==> src/rtl/icache_pkg.sv <==
// Shared icache constants and loader state encoding.
// Used by both the icache read path and icache_loader.
package icache_pkg;
  localparam int ICACHE_DEPTH  = 4096;
  localparam int ICACHE_ADDR_W = 12;

  typedef enum logic [1:0] {
    IDLE,
    LOAD,
    DONE
  } loader_state_t;
endpackage

==> src/rtl/icache_word_packer.sv <==
// Assembles four stream bytes into a little-endian 32-bit word.
// o_word_valid pulses combinationally with the 4th accepted byte.
module icache_word_packer (
  input  logic        clk,
  input  logic        rst_n,
  input  logic        i_clear,
  input  logic        i_byte_en,
  input  logic [7:0]  i_byte,
  output logic        o_word_valid,
  output logic [31:0] o_word
);
  logic [1:0]  r_idx;
  logic [23:0] r_lanes;

  always_ff @(posedge clk or negedge rst_n) begin
    if (!rst_n) begin
      r_idx   <= 2'd0;
      r_lanes <= 24'd0;
    end else if (i_clear) begin
      r_idx   <= 2'd0;
      r_lanes <= 24'd0;
    end else if (i_byte_en) begin
      r_idx <= r_idx + 2'd1;
      unique case (r_idx)
        2'd0:    r_lanes[7:0]   <= i_byte;
        2'd1:    r_lanes[15:8]  <= i_byte;
        2'd2:    r_lanes[23:16] <= i_byte;
        default: r_lanes        <= 24'd0;
      endcase
    end
  end

  // Top lane comes straight from the input so the word is ready on the 4th byte
  assign o_word_valid = i_byte_en & (r_idx == 2'd3);
  assign o_word       = {i_byte, r_lanes};
endmodule

==> src/rtl/icache_loader.sv <==
// Byte-stream loader that writes 32-bit words into the icache array.
// Define ICACHE_LOADER_CHECKSUM_EN to add the o_checksum word sum.
module icache_loader
  import icache_pkg::*;
#(
  parameter int DEPTH  = ICACHE_DEPTH,
  parameter int ADDR_W = ICACHE_ADDR_W
) (
  input  logic              clk,
  input  logic              rst_n,
  input  logic              i_start,
  input  logic [ADDR_W-1:0] i_base_addr,
  input  logic [ADDR_W:0]   i_word_count,
  input  logic              i_byte_valid,
  input  logic [7:0]        i_byte_data,
  output logic              o_byte_ready,
  output logic              o_wr_en,
  output logic [ADDR_W-1:0] o_wr_addr,
  output logic [31:0]       o_wr_data,
  output logic              o_busy,
  output logic              o_done
`ifdef ICACHE_LOADER_CHECKSUM_EN
  ,
  output logic [31:0]       o_checksum
`endif
);
  loader_state_t     r_state;
  logic [ADDR_W-1:0] r_addr;
  logic [ADDR_W:0]   r_cnt;
  logic              r_wr_en;
  logic [ADDR_W-1:0] r_wr_addr;
  logic [31:0]       r_wr_data;
  logic              r_busy;
  logic              r_done;

  logic              w_hs;
  logic              w_accept;
  logic              w_word_valid;
  logic [31:0]       w_word;
  logic [ADDR_W-1:0] w_addr_nxt;

  assign o_byte_ready = (r_state == LOAD);
  assign w_hs         = i_byte_valid & o_byte_ready;
  assign w_accept     = (r_state == IDLE) & i_start;
  assign w_addr_nxt   = (r_addr == ADDR_W'(DEPTH - 1)) ? '0 : r_addr + 1'b1;

  icache_word_packer u_packer (
    .clk          (clk),
    .rst_n        (rst_n),
    .i_clear      (w_accept),
    .i_byte_en    (w_hs),
    .i_byte       (i_byte_data),
    .o_word_valid (w_word_valid),
    .o_word       (w_word)
  );

  always_ff @(posedge clk or negedge rst_n) begin
    if (!rst_n) begin
      r_state   <= IDLE;
      r_addr    <= '0;
      r_cnt     <= '0;
      r_wr_en   <= 1'b0;
      r_wr_addr <= '0;
      r_wr_data <= '0;
      r_busy    <= 1'b0;
      r_done    <= 1'b0;
    end else begin
      r_wr_en <= 1'b0;
      r_done  <= 1'b0;
      unique case (r_state)
        IDLE: begin
          if (i_start) begin
            r_addr <= i_base_addr;
            r_cnt  <= i_word_count;
            r_busy <= 1'b1;
            if (i_word_count == '0) begin
              r_state <= DONE;
              r_done  <= 1'b1;
            end else begin
              r_state <= LOAD;
            end
          end
        end
        LOAD: begin
          if (w_word_valid) begin
            r_wr_en   <= 1'b1;
            r_wr_addr <= r_addr;
            r_wr_data <= w_word;
            r_addr    <= w_addr_nxt;
            r_cnt     <= r_cnt - 1'b1;
            if (r_cnt == (ADDR_W+1)'(1)) begin
              r_state <= DONE;
              r_done  <= 1'b1;
            end
          end
        end
        DONE: begin
          r_state <= IDLE;
          r_busy  <= 1'b0;
        end
        default: begin
          r_state <= IDLE;
          r_busy  <= 1'b0;
        end
      endcase
    end
  end

`ifdef ICACHE_LOADER_CHECKSUM_EN
  logic [31:0] r_sum;

  always_ff @(posedge clk or negedge rst_n) begin
    if (!rst_n) begin
      r_sum <= 32'd0;
    end else if (w_accept) begin
      r_sum <= 32'd0;
    end else if (w_word_valid) begin
      r_sum <= r_sum + w_word;
    end
  end

  assign o_checksum = r_sum;
`endif

  assign o_wr_en   = r_wr_en;
  assign o_wr_addr = r_wr_addr;
  assign o_wr_data = r_wr_data;
  assign o_busy    = r_busy;
  assign o_done    = r_done;
endmodule
==> config.mk <==
export PLATFORM = sky130hd
export DESIGN_NAME = icache_loader
export DESIGN_NICKNAME = d
export VERILOG_FILES = /design/src/rtl/icache_pkg.sv /design/src/rtl/icache_word_packer.sv /design/src/rtl/icache_loader.sv
export SDC_FILE = /design/constraint.sdc
export NUM_CORES = 1
export LEC_CHECK = 0
export BUFFER_PORTS_ARGS = -buffer_cell sky130_fd_sc_hd__buf_4
export CAP_MARGIN = 20
export CORE_MARGIN = 2
export CORE_UTILIZATION = 24
export DETAILED_ROUTE_END_ITERATION = 12
export HOLD_SLACK_MARGIN = 0.05
export PLACE_DENSITY = 0.54
export SLEW_MARGIN = 5
export SYNTH_ARGS = -nofsm -noshare
export SYNTH_HDL_FRONTEND = slang
export SYNTH_SLANG_ARGS = --single-unit
==> constraint.sdc <==
create_clock -name clk -period 1.68 [get_ports clk]
set_input_delay 0 -clock clk [delete_from_list [all_inputs] [get_ports clk]]
set_output_delay 0 -clock clk [all_outputs]
set_load 0.02 [all_outputs]
==> impl_metrics.ini <==
[status]
status = finished, final reports clean

[synth]
syn_nets = 520
netlist_instances = 476
synth-seq-area-share_pct = 55.60
netlist_top_cells_area = dfrtp_1, nand2_1, a22o_1
synth_area_mm2 = 0.004501
yosysWarnings = 0
synth.top_cell.area_share_pct = 55.60
synth_edf_count = 0
synth_top_area_cell = dfrtp_1
synth_top_flop_cell = dfrtp_1
synth_seq_cells = 100
syn_area_per_cell_um2 = 9.455
synthArstFlopShare_pct = 100.0
yosysUniqueCellTypes = 51

[placement]
gp_congestion = 0.8264
pre_cts_ws_ns = 0.01190
port_buffers = 84
dp_cells = 791
hpwl_mm = 8.943

[setup_path]
path_max_fanout = 5
cp.required_ns = 1.92
startpoint = r_cnt[0]$_DFFE_PN0P_
crit_arrival_ns = 1.91
timing.rr.start = r_cnt[0]$_DFFE_PN0P_
cp-start-kind = flop
end_kind = flop
path_class = reg2reg

[global_route]
first_global_vias = 3929
grt_pass1_wl_mm = 20.64
grt-ovfl-total = 0
grt_use_total_pct = 13.21
grt_max_degree = 44
antenna_found_initial = 1

[finish]
diodes = 0
most-common-layout-cells = nand2_1, buf_4, dfrtp_1
final_nets = 644
layout-drive-gt1-share_pct = 24.83
finalNonFillerCells = 838
final_util_pct = 33.59
area.growth.synth_to_final_pct = 38.67
final_common_cell = nand2_1

[power_and_ir_drop]
p_leak_nw = 3.025
ir_drop_mv = 0.6757
power_density_mw_per_mm2 = 1551

[sta]
skew_ns = 0.006042
relSlewSlack_pct = 66.75
fmax_mhz = 600.1
final.setup.tns_ns = 0
setup_ws_ns = 0.01371
drv_slew = 0
setup_viol = 0
hold_violations = 0
finalCriticalPeriod_ns = 1.666
worst_pin_slew_ns = 0.4968
finalCritPeriodShare_pct = 99.18
grt_setup_unrepaired = true
hold-worst-slack_ns = 0.06656

[hold_path]
min-delay-start = i_base_addr[9]
hold_path_class = in2reg

[route]
drtIter0Drc = 311
ant_nets = 0
drc = 0
wirelength_mm = 13.08
wl_per_cell_um = 15.61
dr.pass1.iters = 6
viasPerCell = 4.816
num_vias = 4036

[clock_tree]
numCtsBuffers = 9
cts_tree = built
cts_max_path_buffers = 2
clkLatencyLatePin_ns = 0.35
h-tree-depth = 3
clk_pin_slew_ns = 0.07
cts_num_sinks = 100
root_buffer = clkbuf_16

[die]
boundaryPins = 85
dieWidth_um = 140.9
rows = 50
core_mm2 = 0.01858
die_h_um = 140.9
dieArea_mm2 = 0.01986
start_util_pct = 24.22

[flow_run]
max_cap_violations = 0
## registers in the layout (all words and copies together), names as in the netlist
signal / cells
u_packer.r_lanes: 24
r_cnt: 13
u_packer.r_idx: 2
o_wr_data: 32
r_addr: 12
r_state: 2
o_wr_addr: 12
o_busy: 1
o_wr_en: 1
o_done: 1
## worst paths after layout
check	to	cells past startpoint	slack (ns)
setup / recovery	r_cnt[9]$_DFFE_PN0P_	5	0.01
hold reg to reg	o_wr_data[1]$_DFFE_PN0P_	2	0.47
min in group asynchronous	o_wr_data[23]$_DFFE_PN0P_	2	0.10
setup reg to reg	r_cnt[9]$_DFFE_PN0P_	5	0.01
max in group asynchronous	r_cnt[0]$_DFFE_PN0P_	3	0.99
hold / removal	r_addr[9]$_DFFE_PN0P_	4	0.07
## per-stage QoR
stage	area (um2)	total power, mW
floorplan	4501	5.975
global placement	5557	7.442
detailed placement	5557	7.549
CTS	6126	9.640
global route	6241	10.41
finish	6241	9.677
## critical path, cell delays in order, from the launching register on
cell and delay [ns]:
dfrtp_2 0.43, or4_4 0.54, nor4_4 0.13, buf_4 0.18
a41o_1 0.20, a211oi_2 0.07
## metal layers
metal,vias to the layer above,part of all wire [%],global-route usage (%)
li1,1916,-,-
met5,-,0.076,0
met4,2,1.0,2.842
met2,132,49,21.85
met1,1971,45,16.73
met3,15,5.8,4.688
## repair_timing
| action | CTS | global route |
|---|---|---|
| gates resized for setup | 1 | 21 |
| pin swaps | 0 | 2 |
| hold buffers | 28 | 0 |
| buffers inserted | 1 | 2 |
| setup endpoints to repair | 3 | 38 |
| hold endpoints to repair | 151 | 0 |
| gates cloned | 0 | 1 |
## layout make-up
cell class              instances  area, um2
fillers                      1881      12340
flip-flops and latches        100       2504
multi-input cells             337       1918
repair buffers                139       1201
well taps                     234      292.8
clock buffers                  10      239.0
inverters                      13      48.80
clock inverters                 5      37.54
## kinds of logic (layout without fill, tap and decap cells)
kind of cell               Yosys count  count (layout)  synth area share, %
AOI/OAI and AO/OA                  102             102                15.74
and+or+nand+nor                    226             226                22.82
xor gates and xnor gates             1               1               0.1946
buffers and inverters               39             167                3.475
muxes                                1               1               0.2224
DFF                                100             100                55.60
adders and majority gates            7               7                1.946
## where the power goes
part           internal (mW)  switching [mW]  total (mW)
sequential              3.23           0.579        3.81
clock                   1.04           0.930        1.97
combinational           1.67            2.22        3.90
total                   5.94            3.73        9.68
## Yosys cell counts, types with 2 or more instances
master     count
o2bb2ai_1      2
nand4b_1       2
a21oi_1       20
nor3_1         9
clkbuf_1      16
a31oi_1        6
and3_1         7
o221ai_1       2
a41o_1         2
nor3b_1        3
o211ai_1       4
nor2_1        24
a211oi_1       6
o21a_1         2
buf_1          4
nor4_1         7
or2_2          2
nand4_1        7
nand3b_1       2
dfrtp_1      100
o22a_1         2
a22oi_1        4
o311ai_0       2
nand3_1       12
buf_2          5
o21bai_1       2
o22ai_1        3
nand2b_1       3
o21ai_0       17
inv_1         12
a22o_1        22
nand2_1      137
and2_1         4
ha_1           7
(Power assumes the default switching activity.)
